--- src/rtl/rv_pkg.sv ---
// Shared RV32I pipeline definitions: memory opcodes, load/store size encodings
// (funct3) and the memory-stage handshake states.
package rv_pkg;

  localparam logic [6:0] OP_LOAD  = 7'b0000011;
  localparam logic [6:0] OP_STORE = 7'b0100011;

  // Stores reuse the LB/LH/LW codes for SB/SH/SW.
  typedef enum logic [2:0] {
    LB  = 3'b000,
    LH  = 3'b001,
    LW  = 3'b010,
    LBU = 3'b100,
    LHU = 3'b101
  } mem_size_t;

  typedef enum logic {
    IDLE = 1'b0,
    WAIT = 1'b1
  } mem_state_t;

endpackage

--- src/rtl/load_align.sv ---
// Combinational load aligner: picks the byte/half/word from a read word based
// on the low address bits and sign- or zero-extends according to funct3.
module load_align
  import rv_pkg::*;
#(
  parameter int XLEN = 32
) (
  input  logic [XLEN-1:0] rdata,
  input  logic [1:0]      addr,
  input  logic [2:0]      funct3,
  output logic [XLEN-1:0] result
);

  logic [7:0]  byte_sel;
  logic [15:0] half_sel;

  always_comb begin
    byte_sel = rdata[{addr, 3'b000} +: 8];
    half_sel = rdata[{addr[1], 4'b0000} +: 16];
    case (funct3)
      LB:      result = {{(XLEN-8){byte_sel[7]}}, byte_sel};
      LH:      result = {{(XLEN-16){half_sel[15]}}, half_sel};
      LBU:     result = {{(XLEN-8){1'b0}}, byte_sel};
      LHU:     result = {{(XLEN-16){1'b0}}, half_sel};
      default: result = rdata;
    endcase
  end

endmodule

--- src/rtl/mem_stage.sv ---
// RV32I memory stage: data-memory req/ack handshake with ack timeout, store lane
// steering, load alignment and the MEM/WB register. Optional MISALIGN_TRAP_EN.
module mem_stage
  import rv_pkg::*;
#(
  parameter int XLEN        = 32,
  parameter int ACK_TIMEOUT = 16
) (
  input  logic            clk,
  input  logic            rst_n,
  input  logic            valid_mem,
  input  logic [XLEN-1:0] pc_mem,
  input  logic [XLEN-1:0] alu_mem,
  input  logic [XLEN-1:0] rs2_mem,
  input  logic [XLEN-1:0] instr_mem,
  input  logic [4:0]      rd_addr_mem,
  output logic            dmem_req,
  output logic            dmem_we,
  output logic [XLEN-1:0] dmem_addr,
  output logic [XLEN-1:0] dmem_wdata,
  output logic [3:0]      dmem_be,
  input  logic            dmem_ack,
  input  logic [XLEN-1:0] dmem_rdata,
  output logic            stall_mem,
  output logic [XLEN-1:0] forward_mem,
  output logic            valid_wb,
  output logic [XLEN-1:0] pc_wb,
  output logic [XLEN-1:0] alu_wb,
  output logic [XLEN-1:0] load_wb,
  output logic [XLEN-1:0] instr_wb,
  output logic [4:0]      rd_addr_wb,
  output logic            bus_err_wb
`ifdef MISALIGN_TRAP_EN
  ,output logic           misalign_wb
`endif
);

  localparam int CNT_W = $clog2(ACK_TIMEOUT);

  mem_state_t       state, state_next;
  logic [CNT_W-1:0] cnt, cnt_next;
  logic [2:0]       funct3;
  logic             is_load, is_store, misalign, access;
  logic             timeout_hit, stall;
  logic [XLEN-1:0]  aligned;

  assign funct3   = instr_mem[14:12];
  assign is_load  = instr_mem[6:0] == OP_LOAD;
  assign is_store = instr_mem[6:0] == OP_STORE;

`ifdef MISALIGN_TRAP_EN
  assign misalign = valid_mem & (is_load | is_store) &
                    (((funct3[1:0] == 2'b01) & alu_mem[0]) |
                     ((funct3[1:0] == 2'b10) & (alu_mem[1:0] != 2'b00)));
`else
  assign misalign = 1'b0;
`endif

  assign access      = valid_mem & (is_load | is_store) & ~misalign;
  assign dmem_req    = rst_n & access;
  assign stall_mem   = rst_n & stall;
  assign forward_mem = alu_mem;
  assign dmem_addr   = {alu_mem[XLEN-1:2], 2'b00};
  assign dmem_we     = is_store;

  always_comb begin
    dmem_wdata = rs2_mem;
    dmem_be    = 4'hF;
    if (is_store) begin
      case (funct3)
        LB: begin
          dmem_wdata = {4{rs2_mem[7:0]}};
          dmem_be    = 4'b0001 << alu_mem[1:0];
        end
        LH: begin
          dmem_wdata = {2{rs2_mem[15:0]}};
          dmem_be    = 4'b0011 << {alu_mem[1], 1'b0};
        end
        default: ;
      endcase
    end
  end

  always_ff @(posedge clk) begin
    if (!rst_n) begin
      state <= IDLE;
      cnt   <= '0;
    end else begin
      state <= state_next;
      cnt   <= cnt_next;
    end
  end

  // An ack arriving on the final WAIT cycle beats the timeout.
  always_comb begin
    state_next  = state;
    cnt_next    = cnt;
    timeout_hit = 1'b0;
    case (state)
      IDLE: begin
        if (access && !dmem_ack) begin
          state_next = WAIT;
          cnt_next   = '0;
        end
      end
      WAIT: begin
        if (!access || dmem_ack) begin
          state_next = IDLE;
          cnt_next   = '0;
        end else if (cnt == CNT_W'(ACK_TIMEOUT - 1)) begin
          timeout_hit = 1'b1;
          state_next  = IDLE;
          cnt_next    = '0;
        end else begin
          cnt_next = cnt + CNT_W'(1);
        end
      end
      default: state_next = IDLE;
    endcase
    stall = access & ~dmem_ack & ~timeout_hit;
  end

  load_align #(.XLEN(XLEN)) u_load_align (
    .rdata  (dmem_rdata),
    .addr   (alu_mem[1:0]),
    .funct3 (funct3),
    .result (aligned)
  );

  // While stalled, WB sees a bubble so the previous instruction is not retired twice.
  always_ff @(posedge clk) begin
    if (!rst_n) begin
      valid_wb    <= 1'b0;
      pc_wb       <= '0;
      alu_wb      <= '0;
      load_wb     <= '0;
      instr_wb    <= '0;
      rd_addr_wb  <= '0;
      bus_err_wb  <= 1'b0;
`ifdef MISALIGN_TRAP_EN
      misalign_wb <= 1'b0;
`endif
    end else if (stall) begin
      valid_wb    <= 1'b0;
      bus_err_wb  <= 1'b0;
`ifdef MISALIGN_TRAP_EN
      misalign_wb <= 1'b0;
`endif
    end else begin
      valid_wb    <= valid_mem;
      pc_wb       <= pc_mem;
      alu_wb      <= alu_mem;
      load_wb     <= (access && is_load && dmem_ack) ? aligned : '0;
      instr_wb    <= instr_mem;
      rd_addr_wb  <= rd_addr_mem;
      bus_err_wb  <= timeout_hit;
`ifdef MISALIGN_TRAP_EN
      misalign_wb <= misalign;
`endif
    end
  end

endmodule
--- config.mk ---
export PLATFORM = sky130hd
export DESIGN_NAME = mem_stage
export DESIGN_NICKNAME = d
export VERILOG_FILES = /design/src/rtl/rv_pkg.sv /design/src/rtl/load_align.sv /design/src/rtl/mem_stage.sv
export SDC_FILE = /design/constraint.sdc
export NUM_CORES = 1
export LEC_CHECK = 0
export ABC_AREA = 0
export BUFFER_PORTS_ARGS = -buffer_cell sky130_fd_sc_hd__buf_2
export CORE_AREA = 4 4 156 158
export CTS_CLUSTER_DIAMETER = 120
export DETAILED_ROUTE_END_ITERATION = 8
export DIE_AREA = 0 0 160 162
export PLACE_DENSITY = 0.54
export SLEW_MARGIN = 15
export SYNTH_ARGS = -nofsm -noshare
export SYNTH_HDL_FRONTEND = slang
export SYNTH_SLANG_ARGS = --single-unit
export TNS_END_PERCENT = 20
--- constraint.sdc ---
create_clock -name clk -period 2.35 [get_ports clk]
set_clock_uncertainty 0.1 [all_clocks]
set_input_delay 0.47 -clock clk [delete_from_list [all_inputs] [get_ports clk]]
set_output_delay 0.47 -clock clk [all_outputs]
set_load 0.01 [all_outputs]
==> out/results.ini <==
[outcome]
status=finished, violations left
violations=setup timing

[power]
seq_power_share_pct=40.5
p_comb_share_pct=13.0
power_leakage_nw=4.55
swShare_pct=24.9
peakVddDrop_v=0.000330
internal_power_w=0.00466
p_switching_w=0.00155
powerDensity_nw_per_um2=699
p_clk_share_pct=46.5

[yosys]
ys_warn_count=0
avgSynthCellArea_um2=10.2
ys_dominant_reg_cell=dfxtp_1
yosysSeqAreaShare_pct=46.6
ys_types=49
synth_edf_count=0
synth_area_um2=6020
netlist_instances=591
async_flop_share_pct=0
ys_seq_elements=140

[critical_path]
critPathMaxFanout=8
endpoint_kind=primary output
crit_type=primary input to primary output
required_ns=1.78
reg2reg_depth=6
cp.arrival_ns=2.11
startpoint_type=primary input

[grt]
grt_pass1_wl_mm=33.3
grt_pass1_vias=5862
grt_max_degree=37
grt_use_total_pct=16.2
gr-total-overflow=0
antenna_found_initial=4

[clock_network]
cts.reportedPaths.clkPinSlew_ns=0.06
insertion_delay_ns=0.40
clockBufferDepth=2
cts_tree=built
htreeDepth=4
cts_hold_buf=0
cts_root_buf=clkbuf_16
clkSinkCount=140
cts_buffers=17

[finish]
area_growth_syn_to_layout_pct=47.6
nFillCells=2350
fin_cells=1251
final_cell_mix=393 x buf_2, 139 x dfxtp_1, 102 x a22o_1, 42 x nand2_1, 42 x buf_4
mostFrequentLayoutCell=buf_2
diodes=0
drive_above_1_share_pct=53.8
nNetsFinal=1118

[sta]
finalCriticalPeriod_ns=2.68
hold_violations=0
setup_slack_ns=-0.329
setup_viol=28
final_max_slew_viol_count=0
worst_hold_slack_ns=0.169
max_freq_mhz=373
finalCritPeriodShare_pct=114
rsz0062_at_grt=yes

[worst_hold_path]
hold_path_depth=2
hp-class=primary input to flop

[run]
drv_cap=0

[routing]
finalWirelength_mm=22.1
vias_per_cell=4.67
wl_per_cell_um=17.7
drt-pass1-iter-count=4
wl_met3_mm=1.90
wl_met1_mm=8.87
drt_iter0_drc=285
top_layer=met5
post-route-drc-count=0
wl_met2_mm=10.9
antenna_left=0
vias=5837

[floorplanning]
start_util_pct=26.0
rows=56
dieWidth_um=160
core-area_um2=23100
die_h_um=162
io_pins=407
dieArea_um2=25900

[placement]
numPortBuffers=404
dp_hpwl_mm=17.2
place_inst=1218
gp_congestion=0.796
pre_cts_ws_ns=-0.386

## synthesized netlist by cell type, types with 2 or more instances
master     count  area, µm²
a211oi_1       3       22.5
a21boi_0       5       37.5
a21o_1         3       22.5
a21oi_1        9       45.0
a221o_1        3       30.0
a22o_1       102        893
a2bb2oi_1      8       70.1
a31oi_1        2       12.5
a32oi_1       12        105
and3_1         2       12.5
buf_1          6       22.5
buf_2          8       40.0
buf_4         72        541
buf_6          5       56.3
clkbuf_1      27        101
dfxtp_1      140       2800
inv_1          6       22.5
mux2_2        19        214
mux2i_1       18        180
nand2_1       42        158
nand2b_1      12       75.1
nand3_1        3       15.0
nand4_1        2       12.5
nand4bb_1      2       22.5
nor2_1        10       37.5
nor2b_1        5       31.3
nor3_1         4       20.0
nor3_2         2       20.0
o21ai_0       28        140
o21bai_1       2       15.0
o31ai_1        5       37.5
or2_2          2       12.5
or3_1          6       37.5
## stage by stage
stage / total power (W) / setup TNS, ns / utilization, % / area, µm²
finish: 0.00621 / -6.92 / 38.4 / 8890
global route: 0.00649 / -8.06 / 38.4 / 8890
CTS: 0.00631 / -4.95 / 38.4 / 8880
detailed placement: 0.00335 / -7.91 / 35.0 / 8100
global placement: 0.00335 / -10.69 / 35.0 / 8100
floorplan: 0.00299 / 0 / - / 6020
## flip-flops by register name, summed over array words and instances, names as in the netlist
register and cells:
alu_wb 32, instr_wb 32, load_wb 32, pc_wb 32
rd_addr_wb 5, cnt 4, bus_err_wb 1, state 1
valid_wb 1
## path summary, 6_finish.rpt
check                                        startpoint                       to  slack [ns]
worst max-delay path                       instr_mem[3]           dmem_wdata[11]       -0.33
worst min-delay path                          pc_mem[2]    pc_wb[2]$_SDFFE_PN0N_        0.17
worst max register to register      cnt[0]$_SDFFE_PN0P_   pc_wb[29]$_SDFFE_PN0N_        0.34
worst min register to register  load_wb[6]$_SDFFE_PN0N_  load_wb[6]$_SDFFE_PN0N_        0.36
## critical path, cell delays in order
cell      delay [ns]
buf_8           0.10
nor4bb_4        0.31
buf_4           0.17
nand4_1         0.25
nor2_2          0.18
buf_6           0.18
mux2_4          0.32
buf_6           0.12
## final cells by class
cell class	count	area, µm²	area share, %
well taps	290	363	4.08
multi-input cells	328	2510	28.2
clock inverters	13	190	2.14
flip-flops and latches	140	2800	31.6
inverters	6	22.5	0.253
repair buffers	455	2560	28.9
clock buffers	19	433	4.87
## metal layers
| metal | vias to the layer above | global-route usage [%] |
|---|---|---|
| li1 | 2809 | - |
| met1 | 2724 | 18.7 |
| met2 | 279 | 28.3 |
| met3 | 23 | 5.84 |
| met4 | 2 | 5.01 |
| met5 | - | 0 |
## logic make-up after synthesis
family / count (synthesis) / synth area share [%]
AOI/OAI and AO/OA: 186 / 24.4
DFF: 140 / 46.6
buffers and inverters: 124 / 13.0
and+or+nand+nor: 101 / 8.88
muxes: 38 / 6.92
adders and majority gates: 1 / 0.208
other: 1 / 0.0623
## power groups by stage
stage	registers (W)	clock network [W]	logic (W)
after global routing	0.00253	0.00309	0.000877
after detailed placement	0.00257	0	0.000783
after global placement	0.00256	0	0.000785
after CTS	0.00251	0.00299	0.000813
after floorplan	0.00261	0	0.000377
final	0.00251	0.00289	0.000806
## timing repair
action	in CTS	in global routing
gates resized for setup	29	2
pin swaps	5	2
endpoints found under the setup margin	29	29
hold endpoints to repair	0	0
buffers inserted	1	0
Note: power is estimated with default switching activity, not from simulation.
